$ cat src/rtl/pipe_hazard_controller_if.sv
// ID-stage instruction fields in, pipeline control bundle and hazard controls out.
// The slave modport is the controller; the master modport is the pipeline side.
interface pipe_hazard_controller_if #(
    parameter int unsigned REG_AW = 5,
    parameter int unsigned CNT_W  = 16
);
    logic [5:0]        opCode;
    logic              equal;
    logic [REG_AW-1:0] id_rs;
    logic [REG_AW-1:0] id_rt;
    logic [REG_AW-1:0] id_rd;
    logic [1:0]        pcSrc;
    logic              pc_write;
    logic              ifid_write;
    logic              clear_IFID;
    logic              ex_ALUSrc;
    logic [1:0]        ex_ALUOperation;
    logic              ex_regDst;
    logic              mem_memRead;
    logic              mem_memWrite;
    logic              wb_regWrite;
    logic              wb_memtoReg;
    logic [CNT_W-1:0]  stall_count;
    logic [CNT_W-1:0]  flush_count;

    modport master (
        output opCode, equal, id_rs, id_rt, id_rd,
        input  pcSrc, pc_write, ifid_write, clear_IFID, ex_ALUSrc, ex_ALUOperation, ex_regDst,
        input  mem_memRead, mem_memWrite, wb_regWrite, wb_memtoReg, stall_count, flush_count
    );

    modport slave (
        input  opCode, equal, id_rs, id_rt, id_rd,
        output pcSrc, pc_write, ifid_write, clear_IFID, ex_ALUSrc, ex_ALUOperation, ex_regDst,
        output mem_memRead, mem_memWrite, wb_regWrite, wb_memtoReg, stall_count, flush_count
    );
endinterface

$ cat src/rtl/pipe_hazard_controller.sv
// 5-stage MIPS main controller: ID decode, ID/EX..MEM/WB control registers, hazard stalls and
// ID branch resolution. Define PIPE_CTRL_STATS_EN to enable the saturating stall/flush counters.
module pipe_hazard_controller #(
    parameter int unsigned REG_AW = 5,
    parameter int unsigned CNT_W  = 16
) (
    input logic                    clk,
    input logic                    rst,
    pipe_hazard_controller_if.slave bus
);
    localparam logic [5:0] OpRtype = 6'b000000;
    localparam logic [5:0] OpAddi  = 6'b001000;
    localparam logic [5:0] OpAndi  = 6'b001100;
    localparam logic [5:0] OpLw    = 6'b100011;
    localparam logic [5:0] OpSw    = 6'b101011;
    localparam logic [5:0] OpBeq   = 6'b000100;
    localparam logic [5:0] OpBne   = 6'b000101;
    localparam logic [5:0] OpJ     = 6'b000010;

    logic              id_reg_write, id_reg_dst, id_alu_src, id_mem_read, id_mem_write;
    logic              id_mem_to_reg, uses_rs, uses_rt, is_branch, is_jump;
    logic [1:0]        id_alu_op;
    logic [REG_AW-1:0] id_dest;

    // ID/EX
    logic              ex_reg_write_q, ex_reg_dst_q, ex_alu_src_q, ex_mem_read_q;
    logic              ex_mem_write_q, ex_mem_to_reg_q;
    logic [1:0]        ex_alu_op_q;
    logic [REG_AW-1:0] ex_dest_q;
    logic              ex_reg_write_d, ex_reg_dst_d, ex_alu_src_d, ex_mem_read_d;
    logic              ex_mem_write_d, ex_mem_to_reg_d;
    logic [1:0]        ex_alu_op_d;
    logic [REG_AW-1:0] ex_dest_d;
    // EX/MEM
    logic              mem_reg_write_q, mem_mem_read_q, mem_mem_write_q, mem_mem_to_reg_q;
    logic [REG_AW-1:0] mem_dest_q;
    // MEM/WB
    logic              wb_reg_write_q, wb_mem_to_reg_q;

    logic load_use, br_hazard, stall, taken;

    always_comb begin
        id_reg_write  = 1'b0;
        id_reg_dst    = 1'b0;
        id_alu_src    = 1'b0;
        id_mem_read   = 1'b0;
        id_mem_write  = 1'b0;
        id_mem_to_reg = 1'b0;
        id_alu_op     = 2'b00;
        uses_rs       = 1'b0;
        uses_rt       = 1'b0;
        case (bus.opCode)
            OpRtype: begin
                id_reg_write = 1'b1; id_reg_dst = 1'b1; id_alu_op = 2'b10;
                uses_rs = 1'b1; uses_rt = 1'b1;
            end
            OpAddi: begin
                id_reg_write = 1'b1; id_alu_src = 1'b1; uses_rs = 1'b1;
            end
            OpAndi: begin
                id_reg_write = 1'b1; id_alu_src = 1'b1; id_alu_op = 2'b11; uses_rs = 1'b1;
            end
            OpLw: begin
                id_reg_write = 1'b1; id_alu_src = 1'b1; id_mem_read = 1'b1;
                id_mem_to_reg = 1'b1; uses_rs = 1'b1;
            end
            OpSw: begin
                id_mem_write = 1'b1; id_alu_src = 1'b1; uses_rs = 1'b1; uses_rt = 1'b1;
            end
            OpBeq, OpBne: begin
                id_alu_op = 2'b01; uses_rs = 1'b1; uses_rt = 1'b1;
            end
            default: ;
        endcase
        id_dest   = id_reg_dst ? bus.id_rd : bus.id_rt;
        is_branch = (bus.opCode == OpBeq) || (bus.opCode == OpBne);
        is_jump   = (bus.opCode == OpJ);
        taken     = ((bus.opCode == OpBeq) && bus.equal) || ((bus.opCode == OpBne) && !bus.equal);

        // Only lw sets memRead, so a memRead flag in EX identifies a load there.
        load_use  = ex_mem_read_q && (ex_dest_q != '0) &&
                    ((uses_rs && (ex_dest_q == bus.id_rs)) || (uses_rt && (ex_dest_q == bus.id_rt)));
        br_hazard = is_branch &&
                    ((ex_reg_write_q && (ex_dest_q != '0) &&
                      ((ex_dest_q == bus.id_rs) || (ex_dest_q == bus.id_rt))) ||
                     (mem_mem_read_q && (mem_dest_q != '0) &&
                      ((mem_dest_q == bus.id_rs) || (mem_dest_q == bus.id_rt))));
        stall     = load_use || br_hazard;

        bus.pc_write   = rst && !stall;
        bus.ifid_write = rst && !stall;
        bus.pcSrc      = 2'b00;
        bus.clear_IFID = 1'b0;
        if (rst && !stall) begin
            if (is_jump) begin
                bus.pcSrc      = 2'b10;
                bus.clear_IFID = 1'b1;
            end else if (taken) begin
                bus.pcSrc      = 2'b01;
                bus.clear_IFID = 1'b1;
            end
        end

        ex_reg_write_d  = id_reg_write  && !stall;
        ex_reg_dst_d    = id_reg_dst    && !stall;
        ex_alu_src_d    = id_alu_src    && !stall;
        ex_mem_read_d   = id_mem_read   && !stall;
        ex_mem_write_d  = id_mem_write  && !stall;
        ex_mem_to_reg_d = id_mem_to_reg && !stall;
        ex_alu_op_d     = stall ? 2'b00 : id_alu_op;
        ex_dest_d       = stall ? '0 : id_dest;
    end

    always_ff @(posedge clk) begin
        if (!rst) begin
            ex_reg_write_q   <= 1'b0;
            ex_reg_dst_q     <= 1'b0;
            ex_alu_src_q     <= 1'b0;
            ex_mem_read_q    <= 1'b0;
            ex_mem_write_q   <= 1'b0;
            ex_mem_to_reg_q  <= 1'b0;
            ex_alu_op_q      <= 2'b00;
            ex_dest_q        <= '0;
            mem_reg_write_q  <= 1'b0;
            mem_mem_read_q   <= 1'b0;
            mem_mem_write_q  <= 1'b0;
            mem_mem_to_reg_q <= 1'b0;
            mem_dest_q       <= '0;
            wb_reg_write_q   <= 1'b0;
            wb_mem_to_reg_q  <= 1'b0;
        end else begin
            ex_reg_write_q   <= ex_reg_write_d;
            ex_reg_dst_q     <= ex_reg_dst_d;
            ex_alu_src_q     <= ex_alu_src_d;
            ex_mem_read_q    <= ex_mem_read_d;
            ex_mem_write_q   <= ex_mem_write_d;
            ex_mem_to_reg_q  <= ex_mem_to_reg_d;
            ex_alu_op_q      <= ex_alu_op_d;
            ex_dest_q        <= ex_dest_d;
            mem_reg_write_q  <= ex_reg_write_q;
            mem_mem_read_q   <= ex_mem_read_q;
            mem_mem_write_q  <= ex_mem_write_q;
            mem_mem_to_reg_q <= ex_mem_to_reg_q;
            mem_dest_q       <= ex_dest_q;
            wb_reg_write_q   <= mem_reg_write_q;
            wb_mem_to_reg_q  <= mem_mem_to_reg_q;
        end
    end

    assign bus.ex_ALUSrc       = ex_alu_src_q;
    assign bus.ex_ALUOperation = ex_alu_op_q;
    assign bus.ex_regDst       = ex_reg_dst_q;
    assign bus.mem_memRead     = mem_mem_read_q;
    assign bus.mem_memWrite    = mem_mem_write_q;
    assign bus.wb_regWrite     = wb_reg_write_q;
    assign bus.wb_memtoReg     = wb_mem_to_reg_q;

`ifdef PIPE_CTRL_STATS_EN
    logic [CNT_W-1:0] stall_cnt_q, stall_cnt_d, flush_cnt_q, flush_cnt_d;

    always_comb begin
        stall_cnt_d = stall_cnt_q;
        flush_cnt_d = flush_cnt_q;
        if (stall && (stall_cnt_q != '1)) stall_cnt_d = stall_cnt_q + 1'b1;
        if (bus.clear_IFID && (flush_cnt_q != '1)) flush_cnt_d = flush_cnt_q + 1'b1;
    end

    always_ff @(posedge clk) begin
        if (!rst) begin
            stall_cnt_q <= '0;
            flush_cnt_q <= '0;
        end else begin
            stall_cnt_q <= stall_cnt_d;
            flush_cnt_q <= flush_cnt_d;
        end
    end

    assign bus.stall_count = stall_cnt_q;
    assign bus.flush_count = flush_cnt_q;
`else
    assign bus.stall_count = {CNT_W{1'b0}};
    assign bus.flush_count = {CNT_W{1'b0}};
`endif
endmodule

$ cat src/flat_wrapper.sv
// flat-port wrapper written by rule: the top's interface ports become plain ports
module pipe_hazard_controller_flat 
#(
    parameter int unsigned REG_AW = 5,
    parameter int unsigned CNT_W  = 16
)
  (clk, rst, bus_opCode, bus_equal, bus_id_rs, bus_id_rt, bus_id_rd, bus_pcSrc, bus_pc_write, bus_ifid_write, bus_clear_IFID, bus_ex_ALUSrc, bus_ex_ALUOperation, bus_ex_regDst, bus_mem_memRead, bus_mem_memWrite, bus_wb_regWrite, bus_wb_memtoReg, bus_stall_count, bus_flush_count);
  pipe_hazard_controller_if #(.REG_AW(REG_AW), .CNT_W(CNT_W)) bus_i ();
  input logic clk;
  input logic rst;
  input wire logic [$bits(bus_i.opCode)-1:0] bus_opCode;
  input wire logic [$bits(bus_i.equal)-1:0] bus_equal;
  input wire logic [$bits(bus_i.id_rs)-1:0] bus_id_rs;
  input wire logic [$bits(bus_i.id_rt)-1:0] bus_id_rt;
  input wire logic [$bits(bus_i.id_rd)-1:0] bus_id_rd;
  output wire logic [$bits(bus_i.pcSrc)-1:0] bus_pcSrc;
  output wire logic [$bits(bus_i.pc_write)-1:0] bus_pc_write;
  output wire logic [$bits(bus_i.ifid_write)-1:0] bus_ifid_write;
  output wire logic [$bits(bus_i.clear_IFID)-1:0] bus_clear_IFID;
  output wire logic [$bits(bus_i.ex_ALUSrc)-1:0] bus_ex_ALUSrc;
  output wire logic [$bits(bus_i.ex_ALUOperation)-1:0] bus_ex_ALUOperation;
  output wire logic [$bits(bus_i.ex_regDst)-1:0] bus_ex_regDst;
  output wire logic [$bits(bus_i.mem_memRead)-1:0] bus_mem_memRead;
  output wire logic [$bits(bus_i.mem_memWrite)-1:0] bus_mem_memWrite;
  output wire logic [$bits(bus_i.wb_regWrite)-1:0] bus_wb_regWrite;
  output wire logic [$bits(bus_i.wb_memtoReg)-1:0] bus_wb_memtoReg;
  output wire logic [$bits(bus_i.stall_count)-1:0] bus_stall_count;
  output wire logic [$bits(bus_i.flush_count)-1:0] bus_flush_count;
  assign bus_i.opCode = bus_opCode;
  assign bus_i.equal = bus_equal;
  assign bus_i.id_rs = bus_id_rs;
  assign bus_i.id_rt = bus_id_rt;
  assign bus_i.id_rd = bus_id_rd;
  assign bus_pcSrc = bus_i.pcSrc;
  assign bus_pc_write = bus_i.pc_write;
  assign bus_ifid_write = bus_i.ifid_write;
  assign bus_clear_IFID = bus_i.clear_IFID;
  assign bus_ex_ALUSrc = bus_i.ex_ALUSrc;
  assign bus_ex_ALUOperation = bus_i.ex_ALUOperation;
  assign bus_ex_regDst = bus_i.ex_regDst;
  assign bus_mem_memRead = bus_i.mem_memRead;
  assign bus_mem_memWrite = bus_i.mem_memWrite;
  assign bus_wb_regWrite = bus_i.wb_regWrite;
  assign bus_wb_memtoReg = bus_i.wb_memtoReg;
  assign bus_stall_count = bus_i.stall_count;
  assign bus_flush_count = bus_i.flush_count;
  pipe_hazard_controller #(.REG_AW(REG_AW), .CNT_W(CNT_W)) u_core (.clk(clk), .rst(rst), .bus(bus_i));
endmodule
$ cat config.mk
export PLATFORM = sky130hd
export DESIGN_NAME = pipe_hazard_controller_flat
export DESIGN_NICKNAME = d
export VERILOG_FILES = /design/src/rtl/pipe_hazard_controller_if.sv /design/src/rtl/pipe_hazard_controller.sv /design/src/flat_wrapper.sv
export SDC_FILE = /design/constraint.sdc
export NUM_CORES = 1
export LEC_CHECK = 0
export ABC_AREA = 0
export CORE_ASPECT_RATIO = 0.5
export CORE_MARGIN = 8
export CORE_UTILIZATION = 42
export CTS_BUF_LIST = sky130_fd_sc_hd__clkbuf_4 sky130_fd_sc_hd__clkbuf_8
export CTS_CLUSTER_DIAMETER = 30
export DETAILED_ROUTE_END_ITERATION = 16
export PLACE_DENSITY = 0.82
export SLEW_MARGIN = 15
export SYNTH_ARGS = -nofsm -noshare
export SYNTH_HDL_FRONTEND = slang
export SYNTH_SLANG_ARGS = --single-unit
$ cat constraint.sdc
create_clock -name clk -period 2.3 [get_ports clk]
set_clock_uncertainty 0.15 [all_clocks]
set_input_delay 0.23 -clock clk [delete_from_list [all_inputs] [get_ports clk]]
set_output_delay 0.23 -clock clk [all_outputs]
set_load 0.02 [all_outputs]
==> reports/metrics.csv <==
stage,metric,value,unit
sta,hold_viol_final,0,
logic_synthesis,synth_seq_area_share,30.6,%
logic_synthesis,ys_types,31,
logic_synthesis,synth_top_family_by_area,simple AND/OR/NAND/NOR gates,
floorplanning,io_pins,69,
flow_run,max-cap-violations,0,
clock_network,cts_sinks,22,
grt,grt_max_degree,14,
sta,post-route-period-util,98.8,%
detailed_routing,drt_pass1_iterations,4,
sta,drv_slew,0,
sta,finalSetupViolCount,0,
floorplanning,dieHeight,57.4,um
logic_synthesis,ys.flop_type,dfxtp_1,
cells_and_area,fill_cells,280,
worst_setup_path,crit_arrival,1.89,ns
grt,globalRouteOverflowTotal,0,
clock_network,htreeDepth,1,
logic_synthesis,avgSynthCellArea,8.82,um^2
clock_network,tritoncts,yes,
worst_setup_path,cp-end-kind,output pin,
detailed_routing,viasPerCell,4.74,
worst_setup_path,path_class,flip-flop to output pin,
power,p_switching,0.272,mW
power,pwr-share-seq,40.5,%
worst_setup_path,crit_path_start_kind,flip-flop,
logic_synthesis,synth_mux_area_share,3.48,%
power,clockPowerShare,36.6,%
detailed_routing,drc,0,
clock_network,cts_root_buf,clkbuf_8,
clock_network,cts_buffer_depth,2,
power,power_density,494,nW/um^2
clock_network,holdBufCountCts,0,
sta,rsz0062_at_grt,yes,
worst_setup_path,cp_data_required_time,1.92,ns
placement,port_buffers,36,
logic_synthesis,ys_ff_latch,22,
detailed_routing,drtIter0Drc,72,
cells_and_area,final-seq-area,443,um^2
grt,grt_pass1_wl,5.82,mm
floorplanning,die_w,98.7,um
detailed_routing,dr_total_vias,1223,
power,p_leak,0.900,nW
grt,grt.total_usage,12.7,%
floorplanning,start_util,42.8,%
logic_synthesis,yosys.area_share.simple,27.3,%
logic_synthesis,synthXorXnorAreaFrac,12.8,%
placement,dp.cells,255,
logic_synthesis,synth_fa_ha_area_share,0,%
power,peakVddDrop,0.000227,V
floorplanning,dieArea,5660,um^2
grt,grt_pass1_vias,1282,
grt,antenna_found_initial,0,
cells_and_area,layout_common_cells,"32 x conb_1, 25 x buf_4, 24 x clkdlybuf4s50_1",
cells_and_area,final_cells,258,
logic_synthesis,ys_async_sr_fraction,0,%
sta,fin_crit,2.27,ns
sta,fmax,0.440,GHz
cells_and_area,final_common_cell,conb_1,
cells_and_area,fin_util,59.7,%
logic_synthesis,synth-edff-count,0,
cells_and_area,layout-drive-gt1-share,26.4,%
detailed_routing,wl,3.84,mm
detailed_routing,wl_per_cell,14.9,um
floorplanning,core,3360,um^2
min_path,hold_class,input port to flip-flop,
placement,dp_hpwl,2.99,mm
clock_network,cts_buffers,3,
worst_setup_path,cp_max_fo,4,
power,internal_power,0.718,mW
logic_synthesis,postSynthCellCount,163,
placement,place_ws,-0.618,ns
power,switching_share,27.5,%
logic_synthesis,syn_area,1440,um^2
placement,gp_congestion,0.902,
cells_and_area,nets,241,
clock_network,path_clk_slew,0.08,ns
logic_synthesis,synth-compound-area-share,4.26,%
status,status,"complete, no violations",
cells_and_area,diodes,0,
detailed_routing,ant_nets,0,
logic_synthesis,yosys_warnings,0,
floorplanning,rows,15,
clock_network,insertion_delay,0.27,ns
sta,fin_ws,0.0282,ns
cells_and_area,syn_to_final_growth,39.4,%
power,comb_power_share,22.8,%
cells_and_area,multi_input_area,930,um^2
==> metal layers <==
metal  track usage [%]  share of wire (%)
met5                 0                  0
met4              5.40                1.5
met3              2.91                6.4
met2              22.0                 47
met1              14.9                 45
==> cells by family after synthesis <==
logic type / count (synthesis)
xor gates and xnor gates: 21
buffers and inverters: 41
muxes: 5
other: 1
AOI/OAI and AO/OA: 9
DFF: 22
and+or+nand+nor: 64
==> Yosys cell counts, types with 3 or more instances <==
| cell type | count | area (um^2) |
|---|---|---|
| o2111ai_1 | 3 | 26.3 |
| and2_1 | 10 | 62.6 |
| a21oi_1 | 4 | 20.0 |
| dfxtp_1 | 22 | 440 |
| nor3_2 | 3 | 30.0 |
| xor2_1 | 17 | 149 |
| nand2b_1 | 3 | 18.8 |
| nor4b_1 | 3 | 26.3 |
| buf_2 | 4 | 20.0 |
| xnor2_1 | 4 | 35.0 |
| nand3_1 | 4 | 20.0 |
| nand2_1 | 7 | 26.3 |
| buf_4 | 33 | 248 |
| nor2_1 | 6 | 22.5 |
| mux2i_1 | 5 | 50.1 |
| nor3_1 | 14 | 70.1 |
| buf_6 | 3 | 33.8 |
==> power by group through the flow <==
stage,Sequential (mW),Clock [mW],Combinational [mW]
2_1_floorplan,0.410,0,0.162
3_3_place_gp,0.409,0,0.207
3_5_place_dp,0.410,0,0.212
4_1_cts,0.401,0.364,0.214
5_1_grt,0.403,0.382,0.243
6_report,0.402,0.363,0.226
==> worst paths after layout <==
check,depth (start not counted),slack [ns],startpoint,endpoint
hold reg to reg,1,0.29,u_core.mem_reg_write_q,u_core.bus.wb_regWrite
setup / recovery,5,0.03,u_core.mem_dest_q[4],bus_pcSrc[0]
hold / removal,3,0.23,bus_opCode[2],u_core.ex_mem_read_q
setup reg to reg,6,0.49,u_core.ex_dest_q[1],u_core.bus.ex_ALUSrc
==> worst max-delay path, stage by stage, from the launching register on <==
cell	delay [ns]
dfxtp_2	0.33
or4_4	0.54
o2111ai_4	0.24
a21oi_4	0.08
nor4b_4	0.26
buf_4	0.18
==> metrics by stage <==
step	cell area, um^2	power [mW]	hold slack [ns]	setup TNS, ns
3_3_place_gp	1850	0.616	0.271	-3.12
5_1_grt	2000	1.03	0.248	-0.0952
4_1_cts	1950	0.978	0.289	-0.0722
6_report	2000	0.991	0.230	0
3_5_place_dp	1850	0.621	0.270	-3.74
2_1_floorplan	1560	0.572	0.207	0
==> area by class of cell <==
cell class / instances / share of cell area [%]
clock inverters: 1 / 1.50
well taps: 42 / 2.62
repair buffers: 59 / 25.3
multi-input cells: 131 / 46.4
flip-flops and latches: 22 / 22.1
clock buffers: 3 / 2.06
==> timing repair <==
| item | 4_1_cts | 5_1_grt |
|---|---|---|
| setup buffers | 0 | 0 |
| pin swaps | 2 | 9 |
| hold endpoints to repair | 0 | 0 |
| gates resized for setup | 40 | 17 |
| endpoints found under the setup margin | 5 | 4 |
Note: power is estimated with default switching activity, not from simulation.
